==> config.mk <==
export PLATFORM = sky130hd
export DESIGN_NAME = ctrl_pipe_flat
export DESIGN_NICKNAME = d
export VERILOG_FILES = /design/src/rtl/ctrl_pkg.sv /design/src/rtl/ctrl_pipe_if.sv /design/src/rtl/ctrl_decode.sv /design/src/rtl/ctrl_pipe.sv /design/src/flat_wrapper.sv
export SDC_FILE = /design/constraint.sdc
export NUM_CORES = 1
export LEC_CHECK = 0
export ABC_AREA = 1
export CORE_ASPECT_RATIO = 1.1
export CORE_MARGIN = 1
export CORE_UTILIZATION = 42
export CTS_CLUSTER_DIAMETER = 100
export DETAILED_ROUTE_END_ITERATION = 8
export GPL_TIMING_DRIVEN = 0
export HOLD_SLACK_MARGIN = 0.1
export PLACE_DENSITY = 0.91
export SYNTH_ARGS = -nofsm -noshare
export SYNTH_HDL_FRONTEND = slang
export SYNTH_SLANG_ARGS = --single-unit
==> constraint.sdc <==
create_clock -name clk -period 1.5 [get_ports clk]
set_input_delay 0.15 -clock clk [delete_from_list [all_inputs] [get_ports clk]]
set_output_delay 0.15 -clock clk [all_outputs]
set_load 0.005 [all_outputs]
==> src/rtl/ctrl_pkg.sv <==
`default_nettype none
// +-------------------------------------------------------------------------+
// | ctrl_pkg : opcodes, control enums and stage bundles for ctrl_pipe       |
// | Revision : 1.0                                                          |
// +-------------------------------------------------------------------------+
package ctrl_pkg;

  localparam logic [6:0] OP_LOAD   = 7'b0000011;
  localparam logic [6:0] OP_STORE  = 7'b0100011;
  localparam logic [6:0] OP_RTYPE  = 7'b0110011;
  localparam logic [6:0] OP_IALU   = 7'b0010011;
  localparam logic [6:0] OP_BRANCH = 7'b1100011;
  localparam logic [6:0] OP_JAL    = 7'b1101111;
  localparam logic [6:0] OP_JALR   = 7'b1100111;
  localparam logic [6:0] OP_LUI    = 7'b0110111;
  localparam logic [6:0] OP_AUIPC  = 7'b0010111;

  localparam int CTRL_AW = 5;

  typedef enum logic [1:0] {
    RES_ALU = 2'b00,
    RES_MEM = 2'b01,
    RES_PC4 = 2'b10
  } result_src_e;

  typedef enum logic [2:0] {
    IMM_I = 3'b000,
    IMM_S = 3'b001,
    IMM_B = 3'b010,
    IMM_J = 3'b011,
    IMM_U = 3'b100
  } imm_src_e;

  typedef enum logic [1:0] {
    SRCA_RS1  = 2'b00,
    SRCA_PC   = 2'b01,
    SRCA_ZERO = 2'b10
  } alu_src_a_e;

  typedef enum logic [3:0] {
    ALU_ADD  = 4'b0000,
    ALU_SUB  = 4'b0001,
    ALU_AND  = 4'b0010,
    ALU_OR   = 4'b0011,
    ALU_XOR  = 4'b0100,
    ALU_SLT  = 4'b0101,
    ALU_SLTU = 4'b0110,
    ALU_SLL  = 4'b0111,
    ALU_SRL  = 4'b1000,
    ALU_SRA  = 4'b1001
  } alu_ctrl_e;

  typedef struct packed {
    logic                 reg_write;
    logic                 mem_write;
    logic                 jump;
    logic                 branch;
    logic                 jalr;
    alu_src_a_e           alu_src_a;
    logic                 alu_src_b;
    alu_ctrl_e            alu_ctrl;
    logic [2:0]           funct3;
    result_src_e          result_src;
    logic [CTRL_AW-1:0]   rs1;
    logic [CTRL_AW-1:0]   rs2;
    logic [CTRL_AW-1:0]   rd;
  } ctrl_t;

  // Later stages only need what memory access and writeback consume.
  typedef struct packed {
    logic                 reg_write;
    logic                 mem_write;
    result_src_e          result_src;
    logic [CTRL_AW-1:0]   rd;
  } mem_ctrl_t;

  typedef struct packed {
    logic                 reg_write;
    result_src_e          result_src;
    logic [CTRL_AW-1:0]   rd;
  } wb_ctrl_t;

  localparam ctrl_t     CTRL_BUBBLE = '0;
  localparam mem_ctrl_t MEM_BUBBLE  = '0;

  // alt is funct7[5]; callers gate it for the I-ALU case.
  function automatic alu_ctrl_e alu_op(input logic [2:0] f3, input logic alt);
    alu_op = ALU_ADD;
    case (f3)
      3'b000:  alu_op = alt ? ALU_SUB : ALU_ADD;
      3'b001:  alu_op = ALU_SLL;
      3'b010:  alu_op = ALU_SLT;
      3'b011:  alu_op = ALU_SLTU;
      3'b100:  alu_op = ALU_XOR;
      3'b101:  alu_op = alt ? ALU_SRA : ALU_SRL;
      3'b110:  alu_op = ALU_OR;
      default: alu_op = ALU_AND;
    endcase
  endfunction

endpackage
`default_nettype wire

==> src/rtl/ctrl_pipe_if.sv <==
`default_nettype none
// +-------------------------------------------------------------------------+
// | ctrl_pipe_if : decode inputs and staged control outputs of ctrl_pipe    |
// | Revision     : 1.0                                                      |
// +-------------------------------------------------------------------------+
interface ctrl_pipe_if #(
  parameter int IMMSRC_W    = 3,
  parameter int RESULTSRC_W = 2,
  parameter int ALUCTRL_W   = 4,
  parameter int REG_AW      = 5
);
  logic [31:0]           InstrD;
  logic                  StallE;
  logic                  FlushE;
  logic                  FlushM;
  logic [IMMSRC_W-1:0]   ImmSrcD;
  logic [REG_AW-1:0]     Rs1D;
  logic [REG_AW-1:0]     Rs2D;
  logic                  IllegalD;
  logic                  RegWriteE;
  logic                  MemWriteE;
  logic                  JumpE;
  logic                  BranchE;
  logic                  JalrE;
  logic [1:0]            ALUSrcAE;
  logic                  ALUSrcBE;
  logic [ALUCTRL_W-1:0]  ALUControlE;
  logic [2:0]            Funct3E;
  logic [RESULTSRC_W-1:0] ResultSrcE;
  logic [REG_AW-1:0]     Rs1E;
  logic [REG_AW-1:0]     Rs2E;
  logic [REG_AW-1:0]     RdE;
  logic                  RegWriteM;
  logic                  MemWriteM;
  logic [RESULTSRC_W-1:0] ResultSrcM;
  logic [REG_AW-1:0]     RdM;
  logic                  RegWriteW;
  logic [RESULTSRC_W-1:0] ResultSrcW;
  logic [REG_AW-1:0]     RdW;
  logic                  IllegalW;

  modport master (
    output InstrD, StallE, FlushE, FlushM,
    input  ImmSrcD, Rs1D, Rs2D, IllegalD,
    input  RegWriteE, MemWriteE, JumpE, BranchE, JalrE, ALUSrcAE, ALUSrcBE,
    input  ALUControlE, Funct3E, ResultSrcE, Rs1E, Rs2E, RdE,
    input  RegWriteM, MemWriteM, ResultSrcM, RdM,
    input  RegWriteW, ResultSrcW, RdW, IllegalW
  );

  modport slave (
    input  InstrD, StallE, FlushE, FlushM,
    output ImmSrcD, Rs1D, Rs2D, IllegalD,
    output RegWriteE, MemWriteE, JumpE, BranchE, JalrE, ALUSrcAE, ALUSrcBE,
    output ALUControlE, Funct3E, ResultSrcE, Rs1E, Rs2E, RdE,
    output RegWriteM, MemWriteM, ResultSrcM, RdM,
    output RegWriteW, ResultSrcW, RdW, IllegalW
  );
endinterface
`default_nettype wire

==> src/rtl/ctrl_decode.sv <==
`default_nettype none
// +-------------------------------------------------------------------------+
// | ctrl_decode : combinational RV32I opcode/funct to control bundle        |
// | Revision    : 1.0                                                       |
// +-------------------------------------------------------------------------+
module ctrl_decode
  import ctrl_pkg::*;
(
  input  logic [31:0] instr,
  output ctrl_t       ctrl,
  output imm_src_e    imm_src,
  output logic        illegal
);

  logic [6:0] opcode;
  logic [2:0] f3;
  logic [6:0] f7;
  ctrl_t      c;
  imm_src_e   imm;
  logic       legal;

  assign opcode = instr[6:0];
  assign f3     = instr[14:12];
  assign f7     = instr[31:25];

  always_comb begin
    c        = CTRL_BUBBLE;
    imm      = IMM_I;
    legal    = 1'b1;
    c.rs1    = instr[19:15];
    c.rs2    = instr[24:20];
    c.rd     = instr[11:7];
    c.funct3 = f3;
    case (opcode)
      OP_LOAD: begin
        legal        = (f3 == 3'b010);
        c.reg_write  = 1'b1;
        c.alu_src_b  = 1'b1;
        c.result_src = RES_MEM;
      end
      OP_STORE: begin
        legal       = (f3 == 3'b010);
        c.mem_write = 1'b1;
        c.alu_src_b = 1'b1;
        imm         = IMM_S;
      end
      OP_RTYPE: begin
        legal       = (f7 == 7'b0000000) ||
                      ((f7 == 7'b0100000) && ((f3 == 3'b000) || (f3 == 3'b101)));
        c.reg_write = 1'b1;
        c.alu_ctrl  = alu_op(f3, f7[5]);
      end
      OP_IALU: begin
        // Only the shift encodings constrain the upper immediate bits.
        if (f3 == 3'b001)
          legal = (f7 == 7'b0000000);
        else if (f3 == 3'b101)
          legal = (f7 == 7'b0000000) || (f7 == 7'b0100000);
        c.reg_write = 1'b1;
        c.alu_src_b = 1'b1;
        c.alu_ctrl  = alu_op(f3, (f3 == 3'b101) && f7[5]);
      end
      OP_BRANCH: begin
        legal      = (f3 != 3'b010) && (f3 != 3'b011);
        c.branch   = 1'b1;
        c.alu_ctrl = ALU_SUB;
        imm        = IMM_B;
      end
      OP_JAL: begin
        c.jump       = 1'b1;
        c.reg_write  = 1'b1;
        c.result_src = RES_PC4;
        imm          = IMM_J;
      end
      OP_JALR: begin
        legal        = (f3 == 3'b000);
        c.jalr       = 1'b1;
        c.reg_write  = 1'b1;
        c.result_src = RES_PC4;
        c.alu_src_b  = 1'b1;
      end
      OP_LUI: begin
        c.reg_write = 1'b1;
        c.alu_src_a = SRCA_ZERO;
        c.alu_src_b = 1'b1;
        imm         = IMM_U;
      end
      OP_AUIPC: begin
        c.reg_write = 1'b1;
        c.alu_src_a = SRCA_PC;
        c.alu_src_b = 1'b1;
        imm         = IMM_U;
      end
      default: legal = 1'b0;
    endcase
    if (!legal) begin
      c     = CTRL_BUBBLE;
      c.rs1 = instr[19:15];
      c.rs2 = instr[24:20];
      imm   = IMM_I;
    end
    // A non-writing bundle must never hit a forwarding compare.
    if (!c.reg_write)
      c.rd = '0;
  end

  assign ctrl    = c;
  assign imm_src = imm;
  assign illegal = ~legal;

endmodule
`default_nettype wire

==> src/rtl/ctrl_pipe.sv <==
`default_nettype none
// +-------------------------------------------------------------------------+
// | ctrl_pipe : D-stage decode plus ID/EX, EX/MEM, MEM/WB control registers |
// | Option    : CTRL_PIPE_ILLEGAL_TRAP_EN carries illegal to a sticky W flag |
// | Revision  : 1.0                                                         |
// +-------------------------------------------------------------------------+
module ctrl_pipe
  import ctrl_pkg::*;
#(
  parameter int IMMSRC_W    = 3,
  parameter int RESULTSRC_W = 2,
  parameter int ALUCTRL_W   = 4,
  parameter int REG_AW      = 5
) (
  input  logic         clk,
  input  logic         reset,
  ctrl_pipe_if.slave   bus
);

  ctrl_t     dec_ctrl;
  imm_src_e  dec_imm;
  logic      dec_illegal;

  ctrl_t     e_d, e_q;
  mem_ctrl_t m_d, m_q;
  wb_ctrl_t  w_d, w_q;

  ctrl_decode u_decode (
    .instr   (bus.InstrD),
    .ctrl    (dec_ctrl),
    .imm_src (dec_imm),
    .illegal (dec_illegal)
  );

  always_comb begin
    e_d = e_q;
    if (bus.FlushE)
      e_d = CTRL_BUBBLE;
    else if (!bus.StallE)
      e_d = dec_ctrl;

    m_d = MEM_BUBBLE;
    if (!bus.FlushM)
      m_d = '{reg_write: e_q.reg_write, mem_write: e_q.mem_write,
              result_src: e_q.result_src, rd: e_q.rd};

    w_d = '{reg_write: m_q.reg_write, result_src: m_q.result_src, rd: m_q.rd};
  end

  always_ff @(posedge clk or negedge reset) begin
    if (!reset) begin
      e_q <= CTRL_BUBBLE;
      m_q <= MEM_BUBBLE;
      w_q <= '0;
    end else begin
      e_q <= e_d;
      m_q <= m_d;
      w_q <= w_d;
    end
  end

`ifdef CTRL_PIPE_ILLEGAL_TRAP_EN
  logic ill_e_d, ill_e_q;
  logic ill_m_d, ill_m_q;
  logic ill_w_d, ill_w_q;

  always_comb begin
    ill_e_d = ill_e_q;
    if (bus.FlushE)
      ill_e_d = 1'b0;
    else if (!bus.StallE)
      ill_e_d = dec_illegal;
    ill_m_d = bus.FlushM ? 1'b0 : ill_e_q;
    // Sticky: sets as the illegal bundle lands in W.
    ill_w_d = ill_w_q | ill_m_q;
  end

  always_ff @(posedge clk or negedge reset) begin
    if (!reset) begin
      ill_e_q <= 1'b0;
      ill_m_q <= 1'b0;
      ill_w_q <= 1'b0;
    end else begin
      ill_e_q <= ill_e_d;
      ill_m_q <= ill_m_d;
      ill_w_q <= ill_w_d;
    end
  end

  assign bus.IllegalW = ill_w_q;
`else
  assign bus.IllegalW = 1'b0;
`endif

  assign bus.ImmSrcD     = IMMSRC_W'(dec_imm);
  assign bus.Rs1D        = REG_AW'(dec_ctrl.rs1);
  assign bus.Rs2D        = REG_AW'(dec_ctrl.rs2);
  assign bus.IllegalD    = dec_illegal;

  assign bus.RegWriteE   = e_q.reg_write;
  assign bus.MemWriteE   = e_q.mem_write;
  assign bus.JumpE       = e_q.jump;
  assign bus.BranchE     = e_q.branch;
  assign bus.JalrE       = e_q.jalr;
  assign bus.ALUSrcAE    = e_q.alu_src_a;
  assign bus.ALUSrcBE    = e_q.alu_src_b;
  assign bus.ALUControlE = ALUCTRL_W'(e_q.alu_ctrl);
  assign bus.Funct3E     = e_q.funct3;
  assign bus.ResultSrcE  = RESULTSRC_W'(e_q.result_src);
  assign bus.Rs1E        = REG_AW'(e_q.rs1);
  assign bus.Rs2E        = REG_AW'(e_q.rs2);
  assign bus.RdE         = REG_AW'(e_q.rd);

  assign bus.RegWriteM   = m_q.reg_write;
  assign bus.MemWriteM   = m_q.mem_write;
  assign bus.ResultSrcM  = RESULTSRC_W'(m_q.result_src);
  assign bus.RdM         = REG_AW'(m_q.rd);

  assign bus.RegWriteW   = w_q.reg_write;
  assign bus.ResultSrcW  = RESULTSRC_W'(w_q.result_src);
  assign bus.RdW         = REG_AW'(w_q.rd);

endmodule
`default_nettype wire

==> src/flat_wrapper.sv <==
// flat-port wrapper written by rule: the top's interface ports become plain ports
module ctrl_pipe_flat import ctrl_pkg::*;
#(
  parameter int IMMSRC_W    = 3,
  parameter int RESULTSRC_W = 2,
  parameter int ALUCTRL_W   = 4,
  parameter int REG_AW      = 5
)
  (clk, reset, bus_InstrD, bus_StallE, bus_FlushE, bus_FlushM, bus_ImmSrcD, bus_Rs1D, bus_Rs2D, bus_IllegalD, bus_RegWriteE, bus_MemWriteE, bus_JumpE, bus_BranchE, bus_JalrE, bus_ALUSrcAE, bus_ALUSrcBE, bus_ALUControlE, bus_Funct3E, bus_ResultSrcE, bus_Rs1E, bus_Rs2E, bus_RdE, bus_RegWriteM, bus_MemWriteM, bus_ResultSrcM, bus_RdM, bus_RegWriteW, bus_ResultSrcW, bus_RdW, bus_IllegalW);
  ctrl_pipe_if #(.IMMSRC_W(IMMSRC_W), .RESULTSRC_W(RESULTSRC_W), .ALUCTRL_W(ALUCTRL_W), .REG_AW(REG_AW)) bus_i ();
  input  logic clk;
  input  logic reset;
  input wire logic [$bits(bus_i.InstrD)-1:0] bus_InstrD;
  input wire logic [$bits(bus_i.StallE)-1:0] bus_StallE;
  input wire logic [$bits(bus_i.FlushE)-1:0] bus_FlushE;
  input wire logic [$bits(bus_i.FlushM)-1:0] bus_FlushM;
  output wire logic [$bits(bus_i.ImmSrcD)-1:0] bus_ImmSrcD;
  output wire logic [$bits(bus_i.Rs1D)-1:0] bus_Rs1D;
  output wire logic [$bits(bus_i.Rs2D)-1:0] bus_Rs2D;
  output wire logic [$bits(bus_i.IllegalD)-1:0] bus_IllegalD;
  output wire logic [$bits(bus_i.RegWriteE)-1:0] bus_RegWriteE;
  output wire logic [$bits(bus_i.MemWriteE)-1:0] bus_MemWriteE;
  output wire logic [$bits(bus_i.JumpE)-1:0] bus_JumpE;
  output wire logic [$bits(bus_i.BranchE)-1:0] bus_BranchE;
  output wire logic [$bits(bus_i.JalrE)-1:0] bus_JalrE;
  output wire logic [$bits(bus_i.ALUSrcAE)-1:0] bus_ALUSrcAE;
  output wire logic [$bits(bus_i.ALUSrcBE)-1:0] bus_ALUSrcBE;
  output wire logic [$bits(bus_i.ALUControlE)-1:0] bus_ALUControlE;
  output wire logic [$bits(bus_i.Funct3E)-1:0] bus_Funct3E;
  output wire logic [$bits(bus_i.ResultSrcE)-1:0] bus_ResultSrcE;
  output wire logic [$bits(bus_i.Rs1E)-1:0] bus_Rs1E;
  output wire logic [$bits(bus_i.Rs2E)-1:0] bus_Rs2E;
  output wire logic [$bits(bus_i.RdE)-1:0] bus_RdE;
  output wire logic [$bits(bus_i.RegWriteM)-1:0] bus_RegWriteM;
  output wire logic [$bits(bus_i.MemWriteM)-1:0] bus_MemWriteM;
  output wire logic [$bits(bus_i.ResultSrcM)-1:0] bus_ResultSrcM;
  output wire logic [$bits(bus_i.RdM)-1:0] bus_RdM;
  output wire logic [$bits(bus_i.RegWriteW)-1:0] bus_RegWriteW;
  output wire logic [$bits(bus_i.ResultSrcW)-1:0] bus_ResultSrcW;
  output wire logic [$bits(bus_i.RdW)-1:0] bus_RdW;
  output wire logic [$bits(bus_i.IllegalW)-1:0] bus_IllegalW;
  assign bus_i.InstrD = bus_InstrD;
  assign bus_i.StallE = bus_StallE;
  assign bus_i.FlushE = bus_FlushE;
  assign bus_i.FlushM = bus_FlushM;
  assign bus_ImmSrcD = bus_i.ImmSrcD;
  assign bus_Rs1D = bus_i.Rs1D;
  assign bus_Rs2D = bus_i.Rs2D;
  assign bus_IllegalD = bus_i.IllegalD;
  assign bus_RegWriteE = bus_i.RegWriteE;
  assign bus_MemWriteE = bus_i.MemWriteE;
  assign bus_JumpE = bus_i.JumpE;
  assign bus_BranchE = bus_i.BranchE;
  assign bus_JalrE = bus_i.JalrE;
  assign bus_ALUSrcAE = bus_i.ALUSrcAE;
  assign bus_ALUSrcBE = bus_i.ALUSrcBE;
  assign bus_ALUControlE = bus_i.ALUControlE;
  assign bus_Funct3E = bus_i.Funct3E;
  assign bus_ResultSrcE = bus_i.ResultSrcE;
  assign bus_Rs1E = bus_i.Rs1E;
  assign bus_Rs2E = bus_i.Rs2E;
  assign bus_RdE = bus_i.RdE;
  assign bus_RegWriteM = bus_i.RegWriteM;
  assign bus_MemWriteM = bus_i.MemWriteM;
  assign bus_ResultSrcM = bus_i.ResultSrcM;
  assign bus_RdM = bus_i.RdM;
  assign bus_RegWriteW = bus_i.RegWriteW;
  assign bus_ResultSrcW = bus_i.ResultSrcW;
  assign bus_RdW = bus_i.RdW;
  assign bus_IllegalW = bus_i.IllegalW;
  ctrl_pipe #(.IMMSRC_W(IMMSRC_W), .RESULTSRC_W(RESULTSRC_W), .ALUCTRL_W(ALUCTRL_W), .REG_AW(REG_AW)) u_core (.clk(clk), .reset(reset), .bus(bus_i));
endmodule
==> impl_metrics.tcl <==
set metrics [dict create \
    synth_edf_count 0 \
    cts.path.max_buffers 2 \
    relSlewSlack_pct 52.61 \
    die_area_mm2 0.005742 \
    syn_area_mm2 0.002286 \
    pin_count 101 \
    htreeDepth 2 \
    cts_buffers 5 \
    crit_required_ps 1350 \
    critPathArrivalTime_ps 1310 \
    place_ws_ps -972.8 \
    crit_type "in -> out" \
    hold_viol 0 \
    synth_area_leaders "dfrtp_1 54%, nand2_1 12%, nor2_1 4.6%" \
    ir_worst_vdd_mv 0.3455 \
    io_buffer_count 97 \
    final_net_count 413 \
    grt_max_degree 33 \
    synth_compound_area_share_pct 5.802 \
    worstHoldPathType "in -> reg" \
    worst_path_largest_cell_delay_ps 230 \
    synth_xor_area_share_pct 0 \
    max_freq_mhz 686.7 \
    setup_violations 0 \
    vias 2192 \
    area_growth_syn_to_layout_pct 58.46 \
    p_leak_uw 0.001814 \
    min_period_ps 1456 \
    seqCellArea_mm2 0.001226 \
    outcome "finished clean" \
    ant_nets 0 \
    synth_area_per_cell_um2 8.895 \
    core-area_mm2 0.005135 \
    die_width_um 72.34 \
    synthDominantCellAreaShare_pct 53.64 \
    clock_skew_ps 4.582 \
    antenna_cells 0 \
    start_util_pct 44.52 \
    antenna_found_initial 0 \
    fin_ws_ps 43.76 \
    yosys.area_share.simple_pct 30.27 \
    ys.flop_type "dfrtp_1" \
    synthArstFlopShare_pct 100.0 \
    slew_viol_final 0 \
    multi_input_area_um2 939.7 \
    synth_top_family_by_area "simple AND/OR/NAND/NOR gates" \
    ys_warn_count 0 \
    cts_sinks 49 \
    tightest_slew_ps 704.3 \
    root_buffer "clkbuf_8" \
    fillers 425 \
    synth-seq-cells 49 \
    path_max_fanout 5 \
    synth_cell_types 25 \
    timing.setup.tns_ps 0 \
    synthMuxAreaShare_pct 0 \
    path_cells "buf_2, inv_2, nor2_4, nand2_2, nand3_2, nor2_4, nand3_4, buf_6, nand2_2, nand2_1, buf_2" \
    grt_pass1_vias 2133 \
    clock_latency_ps 300 \
    routed_wl_mm 6.174 \
    yosysSeqAreaShare_pct 53.64 \
    fin_util_pct 70.54 \
    cap_violations 0 \
    grt_setup_unrepaired "yes" \
    place_congestion 0.9214 \
    drive_gt1_share_pct 27.32 \
    slowest_stage "nor2_4" \
    syn_inst 257 \
    place_hpwl_mm 4.227 \
    drt_iter0_drc 105 \
    synthAdderAreaFrac_pct 0 \
    path_clk_slew_ps 90 \
    grt_pass1_wl_mm 9.901 \
    synth_area_leader_cell "dfrtp_1" \
    grt-ovfl-total 0 \
    grt_usage_pct 22.52 \
    syn-num-nets 294 \
    setup.worst_path.start_class "input pin" \
    fp-row-count 27 \
    power.density_mw_per_mm2 691.0 \
    cts_tree "done" \
    first_pass_iters 4 \
    period_share_pct 97.08 \
    drc 0 \
    wire_per_inst_um 13.75 \
    viasPerCell 4.882 \
    chipHeight_um 79.38 \
    cp-end-kind "output pin" \
]
## registers in the layout (all words and copies together) (netlist names), 2 cells and up
signal and flops:
u_core.bus.Rs2E 5, u_core.bus.ResultSrcE 2, u_core.bus.ALUControlE 4, u_core.bus.RdM 5
u_core.bus.ResultSrcW 2, u_core.bus.Rs1E 5, u_core.bus.RdE 5, u_core.bus.RdW 5
u_core.bus.ResultSrcM 2, u_core.bus.Funct3E 3, u_core.bus.ALUSrcAE 2
## worst max-delay path: cells and delay by family
kind	cells	cell delay [ps]
buffers and inverters	4	440
AND/OR/NAND/NOR	7	720
## area by class of cell
cell class	instances	area share, %
repair buffers	113	29.19
inverters	25	2.660
clock inverters	3	0.6218
well taps	72	2.487
flip-flops and latches	49	33.85
clock buffers	5	1.900
multi-input cells	164	25.94
plain buffers	18	3.351
## Yosys cell counts, types with 3 or more instances
cell type and n:
nor2_2 4, inv_2 3, nand2_2 3, clkbuf_1 5
buf_4 11, nand2_1 75, nand3_1 20, nand3_2 7
a22o_1 10, inv_1 22, o21ai_0 3, o31ai_1 3
nor2_1 28, nor2_4 4, dfrtp_1 49
## stage by stage
stage	area (um2)	hold WS [ps]	total power [uW]	std cells
after detailed placement	3362	113.2	1726	427
after CTS	3606	116.5	2512	448
after global placement	3347	360.3	1711	426
after floorplan	2286	-145.6	1501	257
after global routing	3622	133.1	2616	449
final	3622	133.1	2503	449
## metal layers
layer | global-route usage, % | routed length (um) | vias to the layer above
li1 | - | - | 1042
met1 | 23.70 | 2312 | 1027
met2 | 42.43 | 3335 | 100
met3 | 4.167 | 318 | 23
met4 | 10.78 | 208 | 0
met5 | 0 | 0 | -
## cells in the final DEF, fill, tap and decap left out, drive strengths merged
cell type,netlist,routed
or2,1,1
o21ai,3,3
dlymetal6s2s,0,2
nor3,1,1
nand3b,1,1
inv,25,25
a22o,10,10
buf,14,45
clkinvlp,0,3
dfrtp,49,49
nor4,1,1
o31ai,3,3
nor2,36,36
clkbuf,5,11
clkdlybuf4s50,0,76
dlygate4sd2,0,1
conb,1,1
a211oi,1,1
dlygate4sd3,0,1
nand2,78,78
nand3,28,28
## timing repair
action / CTS / global route
pin swaps: 20 / 9
resized for setup: 100 / 15
endpoints found under the hold margin: 17 / 0
endpoints found under the setup margin: 13 / 18
setup buffers: 12 / 2
hold buffers: 1 / 0
## report_power, final
part / total [uW] / switching [uW] / internal (uW) / leakage, uW
sequential: 1340 / 9.10 / 1340 / 0.000678
combinational: 383 / 186 / 197 / 0.00110
clock: 775 / 448 / 327 / 0.0000364
total: 2500 / 643 / 1860 / 0.00181
## worst paths after layout
path | depth (start not counted) | from | slack (ps) | end
min | 4 | bus_InstrD[4] | 130 | u_core.bus.ResultSrcE[0]
min in group asynchronous | 2 | reset | 320 | u_core.bus.RdM[3]
max reg2reg | 1 | u_core.bus.Rs1E[1] | 800 | u_core.bus.Rs1E[1]
max in group asynchronous | 3 | reset | 650 | u_core.bus.Rs1E[1]
min reg2reg | 0 | u_core.bus.RdM[3] | 380 | u_core.bus.RdW[3]
max | 11 | bus_InstrD[6] | 40 | bus_ImmSrcD[0]
## kinds of logic (layout without fill, tap and decap cells)
logic type | after synthesis | in the layout
other cells | 1 | 1
compound gates | 17 | 17
simple gates | 146 | 146
buf+inv | 44 | 164
flops | 49 | 49
Note: power is estimated with default switching activity, not from simulation.
